<file path="config.mk">
export PLATFORM = sky130hd
export DESIGN_NAME = mig_app_arbiter
export DESIGN_NICKNAME = d
export VERILOG_FILES = /design/src/rtl/mig_app_arbiter.sv
export SDC_FILE = /design/constraint.sdc
export NUM_CORES = 1
export LEC_CHECK = 0
export CAP_MARGIN = 20
export CELL_PAD_IN_SITES_DETAIL_PLACEMENT = 0
export CELL_PAD_IN_SITES_GLOBAL_PLACEMENT = 1
export CORE_AREA = 2 2 448 450
export CTS_CLUSTER_DIAMETER = 200
export DETAILED_ROUTE_END_ITERATION = 8
export DIE_AREA = 0 0 450 452
export DONT_BUFFER_PORTS = 1
export GPL_ROUTABILITY_DRIVEN = 0
export PLACE_DENSITY = 0.3
export SLEW_MARGIN = 20
export SYNTH_ARGS = -nofsm -noshare
export SYNTH_HDL_FRONTEND = slang
export SYNTH_SLANG_ARGS = --single-unit
</file>
<file path="constraint.sdc">
create_clock -name ui_clk -period 45.4 [get_ports ui_clk]
set_input_delay 9.08 -clock ui_clk [delete_from_list [all_inputs] [get_ports ui_clk]]
set_output_delay 9.08 -clock ui_clk [all_outputs]
set_load 0.01 [all_outputs]
</file>
<file path="src/rtl/mig_app_arbiter.sv">
// Write/read requester arbiter in front of a MIG native app interface.
// Round-robin on ties, read issue throttled by the outstanding-read count, MIG-side outputs registered.
module mig_app_arbiter #(
    parameter  int unsigned MAX_RD_OUT = 8,
    localparam int unsigned ADDR_W     = 29,
    localparam int unsigned DATA_W     = 256,
    localparam int unsigned MASK_W     = 32,
    localparam int unsigned CNT_W      = 4
) (
    input  logic              ui_clk,
    input  logic              ui_clk_sync_rst,
    input  logic              init_calib_complete,
    input  logic              w_req,
    input  logic [ADDR_W-1:0] w_addr,
    input  logic [DATA_W-1:0] w_data,
    output logic              w_ack,
    input  logic              r_req,
    input  logic [ADDR_W-1:0] r_addr,
    output logic              r_ack,
    output logic [DATA_W-1:0] r_data,
    output logic              r_valid,
    output logic [CNT_W-1:0]  rd_outstanding,
    output logic [ADDR_W-1:0] app_addr,
    output logic [2:0]        app_cmd,
    output logic              app_en,
    output logic [DATA_W-1:0] app_wdf_data,
    output logic              app_wdf_wren,
    output logic              app_wdf_end,
    output logic [MASK_W-1:0] app_wdf_mask,
    input  logic              app_rdy,
    input  logic              app_wdf_rdy,
    input  logic [DATA_W-1:0] app_rd_data,
    input  logic              app_rd_data_valid
);

    localparam logic [2:0]        CMD_WR     = 3'b000;
    localparam logic [2:0]        CMD_RD     = 3'b001;
    localparam logic [CNT_W-1:0]  RD_LIMIT   = CNT_W'(MAX_RD_OUT);
    localparam logic [CNT_W-1:0]  CNT_MAX    = '1;
    localparam logic [ADDR_W-1:0] BURST_MASK = ~ADDR_W'(7);

    typedef enum logic [1:0] {S_INIT, S_IDLE, S_WR, S_RD} state_t;

    state_t              state, state_d;
    logic                wr_first, wr_first_d;
    logic                app_en_d, app_wdf_wren_d, app_wdf_end_d;
    logic [ADDR_W-1:0]   app_addr_d;
    logic [2:0]          app_cmd_d;
    logic [DATA_W-1:0]   app_wdf_data_d;
    logic                w_ack_d, r_ack_d;
    logic [CNT_W-1:0]    rd_outstanding_d;

    logic rd_elig_c, grant_w_c, grant_r_c;
    logic wr_cmd_done_c, wr_data_done_c, rd_accept_c;

    // Arbitration: wr_first set means the write side wins the next tie
    assign rd_elig_c      = r_req && (rd_outstanding < RD_LIMIT);
    assign grant_w_c      = (state == S_IDLE) && init_calib_complete && w_req &&
                            (!rd_elig_c || wr_first);
    assign grant_r_c      = (state == S_IDLE) && init_calib_complete && rd_elig_c &&
                            (!w_req || !wr_first);
    assign wr_cmd_done_c  = !app_en || app_rdy;
    assign wr_data_done_c = !app_wdf_wren || app_wdf_rdy;
    assign rd_accept_c    = (state == S_RD) && app_en && app_rdy;

    assign app_wdf_mask   = '0;

    always_ff @(posedge ui_clk or posedge ui_clk_sync_rst) begin
        if (ui_clk_sync_rst) state <= S_INIT;
        else                 state <= state_d;
    end

    always_comb begin
        state_d = state;
        case (state)
            S_INIT: if (init_calib_complete) state_d = S_IDLE;
            S_IDLE: begin
                if (!init_calib_complete) state_d = S_INIT;
                else if (grant_w_c)       state_d = S_WR;
                else if (grant_r_c)       state_d = S_RD;
            end
            S_WR:   if (wr_cmd_done_c && wr_data_done_c) state_d = S_IDLE;
            S_RD:   if (rd_accept_c) state_d = S_IDLE;
            default: state_d = S_INIT;
        endcase
    end

    // Next values of the registered MIG-side and ack outputs
    always_comb begin
        app_en_d       = app_en;
        app_wdf_wren_d = app_wdf_wren;
        app_wdf_end_d  = app_wdf_end;
        app_addr_d     = app_addr;
        app_cmd_d      = app_cmd;
        app_wdf_data_d = app_wdf_data;
        w_ack_d        = 1'b0;
        r_ack_d        = 1'b0;
        wr_first_d     = wr_first;
        case (state)
            S_IDLE: begin
                if (grant_w_c) begin
                    app_en_d       = 1'b1;
                    app_wdf_wren_d = 1'b1;
                    app_wdf_end_d  = 1'b1;
                    app_cmd_d      = CMD_WR;
                    app_addr_d     = w_addr & BURST_MASK;
                    app_wdf_data_d = w_data;
                    wr_first_d     = 1'b0;
                end else if (grant_r_c) begin
                    app_en_d       = 1'b1;
                    app_cmd_d      = CMD_RD;
                    app_addr_d     = r_addr & BURST_MASK;
                    wr_first_d     = 1'b1;
                end
            end
            S_WR: begin
                // Command and data channels retire independently
                if (app_en && app_rdy) app_en_d = 1'b0;
                if (app_wdf_wren && app_wdf_rdy) begin
                    app_wdf_wren_d = 1'b0;
                    app_wdf_end_d  = 1'b0;
                end
                if (wr_cmd_done_c && wr_data_done_c) w_ack_d = 1'b1;
            end
            S_RD: begin
                if (rd_accept_c) begin
                    app_en_d = 1'b0;
                    r_ack_d  = 1'b1;
                end
            end
            default: begin
                app_en_d       = 1'b0;
                app_wdf_wren_d = 1'b0;
                app_wdf_end_d  = 1'b0;
            end
        endcase
    end

    // Outstanding reads: saturating, beats with nothing outstanding are not counted
    always_comb begin
        rd_outstanding_d = rd_outstanding;
        if (rd_accept_c && !app_rd_data_valid) begin
            if (rd_outstanding != CNT_MAX) rd_outstanding_d = rd_outstanding + CNT_W'(1);
        end else if (!rd_accept_c && app_rd_data_valid) begin
            if (rd_outstanding != '0) rd_outstanding_d = rd_outstanding - CNT_W'(1);
        end
    end

    always_ff @(posedge ui_clk or posedge ui_clk_sync_rst) begin
        if (ui_clk_sync_rst) begin
            app_en         <= 1'b0;
            app_wdf_wren   <= 1'b0;
            app_wdf_end    <= 1'b0;
            app_addr       <= '0;
            app_cmd        <= '0;
            app_wdf_data   <= '0;
            w_ack          <= 1'b0;
            r_ack          <= 1'b0;
            r_valid        <= 1'b0;
            r_data         <= '0;
            rd_outstanding <= '0;
            wr_first       <= 1'b1;
        end else begin
            app_en         <= app_en_d;
            app_wdf_wren   <= app_wdf_wren_d;
            app_wdf_end    <= app_wdf_end_d;
            app_addr       <= app_addr_d;
            app_cmd        <= app_cmd_d;
            app_wdf_data   <= app_wdf_data_d;
            w_ack          <= w_ack_d;
            r_ack          <= r_ack_d;
            r_valid        <= app_rd_data_valid;
            r_data         <= app_rd_data;
            rd_outstanding <= rd_outstanding_d;
            wr_first       <= wr_first_d;
        end
    end

endmodule

</file>
==> Word-level counts from Yosys, hierarchy flattened <==
Index checks and enable logic that the tools add are counted.
{ "totals": {"reg_bits": 556, "inputBits": 578, "out_inout_bits": 586, "elab_cells": 92} }
{ "op_classes": {"n_lt_le_gt_ge": 1, "add_sub_neg": 2, "n_reduce_logical": 35, "n_bitwise": 1, "n_eq_ne": 13, "muxes": 28} }
{ "ops": {"columns": ["cell", "n"], "rows": [
  ["2-to-1 mux 29 bit", 2],
  ["2-to-1 mux 4 bit", 4],
  ["logical AND 1 bit", 13],
  ["2-to-1 mux 2 bit", 6],
  ["inequality test 2 bit (second input constant)", 6],
  ["2-to-1 mux 1 bit", 11],
  ["AND reduction 3 bit", 3],
  ["inequality test 4 bit (second input constant)", 2],
  ["case mux 2 bit (4 select lines)", 1],
  ["logical NOT 1 bit", 7],
  ["2-to-1 mux 3 bit", 2],
  ["case mux 1 bit (3 select lines)", 2],
  ["nonzero test 2 bit", 3],
  ["adder 4 x 1 -> 4 bit (second input constant)", 1],
  ["== test 2 bit (second input constant)", 2],
  ["logical OR 1 bit", 4],
  ["less-than comparator 4 bit (second input constant)", 1],
  ["AND reduction 2 bit", 2],
  ["AND reduction 4 bit", 1],
  ["nonzero test 4 bit", 1],
  ["subtractor 4 x 1 -> 4 bit (second input constant)", 1],
  ["inequality test 3 bit (second input constant)", 1],
  ["== test 2 x 1 -> 1 bit (second input constant)", 1],
  ["logical NOT 2 bit", 1],
  ["2 further kinds", 2]
]} }

==> Longest topological paths before layout <==
{ "logic_depth": {"word_depth": 8, "depth_mapped": 9} }

==> Least setup slack after synthesis <==
Ideal clock, no wire load.
{ "synth_timing": {"path_kind": "in2reg", "from": "input port app_rdy", "to": "register rd_outstanding[1]", "slack_ns": 34.829, "arrival_time_ns": 10.446, "path_stages": 7, "setup_time_ns": 0.125, "cell_sequence": "nand3_1 -> nor2_1 -> ha_1 -> nor2_1 -> nor4b_1 -> a311oi_2 -> mux2_2"} }
{ "synth_between": {"elab_chain_cells": 5, "elab_cells_between_ends": 9} }
{ "synth_lines": {"columns": ["item", "line", "text"], "rows": [
  ["start, declared", "30", "input logic app_rdy,"],
  ["logical AND 1 bit *", "64", "assign rd_accept_c = (state == S_RD) && app_en && app_rdy;"],
  ["logical NOT 1 bit", "144", "end else if (!rd_accept_c && app_rd_data_valid) begin"],
  ["logical AND 1 bit", "144", null],
  ["nonzero test 2 bit (no source line)", null, null],
  ["AND reduction 3 bit (no source line)", null, null],
  ["end signal, assigned", "174", "rd_outstanding <= rd_outstanding_d;"],
  ["end, declared", "22", "output logic [CNT_W-1:0] rd_outstanding,"]
]} }
Every way passes the cells marked *; elsewhere a longest branch is shown, timed or not.
A chain may end at the register's enable or synchronous reset.

==> run metrics <==
die area roughly 200000 um2; I/O Pins around 1200; Place WS around 33 ns; WL/cell just over 20 um; final setup fails 0; Seq pwr share 0.546; critical path fanouts, max 136; core area 199000 um2; post-route minimum period roughly 11 ns; status finished clean; Hold WS 0.557 ns; initial core utilization 0.0909; Die Ht 452 um; Post-DP Area 21100 um2; Post-Place Cells 3620; Switch Pwr about 0.54 mW; vias in the first global route slightly above 10000; hold path startpoint wr_first; Storage cell area about 14000 um2; data required time of the worst path 46.08 ns; Slew HR 0.307; post-synth cell types 38; Synth top area share 0.762; GRT Util Overall 0.0718; Pwr Total about 1.6 mW; period utilisation layout 0.246; CTS Hold Bufs 0; CP Capture Type asynchronous set/reset pin; startpoint type of the worst setup path input pin; Remaining DRCs 0; Final Hold Viols 0; HPWL after DPL ~60000 um; Logic pwr share 0.125; drt first pass iters 4; routed vias a little over 9000; Multi-input gate area 3820 um2; CTS Buf Count 68; Die X 450 um; RSZ-0062 raised after global routing no; post-synthesis sequential area ratio 0.764; cts repair resizes 0; synthesized cell area 18100 um2; setup bufs post-CTS 0; Yosys warnings 0; LEAKAGE 9.29 nW; Mapped Cells 991; Most used DFF post-synth dfrtp_1; Rows 164; Critical path origin ui_clk_sync_rst; Worst VDD drop roughly 0.025 mV; Final nets between 1500 and 2000; Seq cells post-synth 551; worst skew pair latency 0.69 ns; worst min-delay path category flip-flop to flip-flop; MaxCap Viol Count 0; worst slew pin tran 1.04 ns; fin util 0.117; final instance area 23300 um2; DRT antenna net count 0; critical path class input pin to asynchronous set/reset pin; share of cells above drive strength 1 0.356; Fill cells 22500; CTS Buffer Depth 3; TritonCTS Sinks around 550; first-pass GRT wire length 98000 um; routed vias/inst 2.41; port bufs 0; Int Pwr 1.05 mW; sw frac 0.340; synthesis-to-finish area growth 28.9%; ranking of synthesized cells by area dfrtp_1 (76%), mux2_2 (16%), buf_4 (2.2%); CTS tree done; power share of the clock group 0.329; crit path DAT ~12 ns; final std cells w/o fill around 3800; Post-synth EDFFs 0; Slew Viols, Final 0; max frequency 89.5 MHz; global route overflow 0; setup tns final 0 ns; clk_skew just over 0.03 ns; R2R Setup Slk 42.08 ns; initial antenna violation count 55; clock slew at reported path FFs 0.05 ns; largest net degree at the start of global routing between 100 and 150; H-tree Lvls 3; Setup WS post-layout 34.23 ns; asr flop ratio synth 1.00; initial drt markers 443; mean post-synth cell area 18.2 um2; Total Wirelength 75900 um; Pwr Density 68.5 nW/um2; worst r2r src rd_outstanding[3]; Root Buffer clkbuf_16; post-synth top area cell dfrtp_1
cell families after synthesis:
kind of cell,synth area share
xor gates and xnor gates,0.000970
and+or+nand+nor,0.0156
muxes,0.161
buffers and inverters,0.0339
adders and majority gates,0.00319
other,0.000208
AOI/OAI and AO/OA,0.0217
DFF,0.764
area by class of cell:
type                    instances  share of cell area
repair buffers                 12             0.00494
clock buffers                  88              0.0802
clock inverters                31              0.0113
well taps                    2656               0.143
multi-input cells             394               0.164
inverters                       7             0.00145
flip-flops and latches        551               0.592
diodes                         30             0.00322
power groups by stage:
stage	sequential [mW]	combinational [mW]	clock, mW
2_1_floorplan	0.781	0.179	0
5_1_grt	0.891	0.222	0.573
3_3_place_gp	0.902	0.198	0
4_1_cts	0.888	0.205	0.554
3_5_place_dp	0.895	0.204	0
6_report	0.871	0.199	0.525
worst max-delay path, stage by stage:
cell and delay (ns):
inv_8 0.45, buf_4 0.61, buf_4 0.75, buf_12 0.59
routing by layer:
layer  global-route usage  up-vias  wire [um]
met3               0.0293      152       6640
met1               0.0653     4799      23200
met4               0.0418       12       3290
met2                0.133      641      42700
li1                     -     3475          -
met5                    0        -         79
sequential cells by signal, indices dropped and copies added, names as in the netlist:
name,cells
state,2
r_ack,1
app_cmd,1
wr_first,1
app_wdf_data,256
rd_outstanding,4
app_wdf_end,1
w_ack,1
r_data,256
app_en,1
app_addr,26
r_valid,1
synthesized netlist by cell type (all sizes together), types with 2 or more instances:
master,instances
a21oi,6
a221o,26
and3,27
buf,70
clkbuf,5
dfrtp,550
ha,3
inv,7
mux2,258
nand2,4
nand3,2
nor2,9
o21ai,3
xor2,2
worst paths after layout:
check	end	cells past startpoint
max in group ui_clk	app_wdf_data[91]	5
setup / recovery	app_wdf_data[219]	4
hold reg to reg	wr_first	2
setup reg to reg	app_wdf_data[91]	5
hold / removal	wr_first	2
min in group asynchronous	r_data[142]	1
cells in the final DEF, fill, tap and decap left out, types with 2 or more instances in the layout:
cell type | Yosys | layout
conb_1 | 1 | 37
nand3_1 | 2 | 2
buf_4 | 53 | 10
inv_8 | 0 | 2
diode_2 | 0 | 30
clkbuf_1 | 3 | 11
and3_1 | 27 | 27
clkbuf_8 | 0 | 9
dfrtp_1 | 550 | 550
mux2_2 | 258 | 258
a21oi_1 | 6 | 5
nor2_1 | 8 | 8
a221o_1 | 26 | 26
clkinvlp_4 | 0 | 8
xor2_1 | 2 | 2
inv_1 | 7 | 6
inv_16 | 0 | 3
nand2_1 | 4 | 4
clkinv_2 | 0 | 11
o21ai_0 | 2 | 2
buf_12 | 0 | 2
clkbuf_16 | 0 | 68
ha_1 | 3 | 3
inv_6 | 0 | 5
clkinv_4 | 0 | 2
No activity file was read; power rests on OpenSTA's default activity.
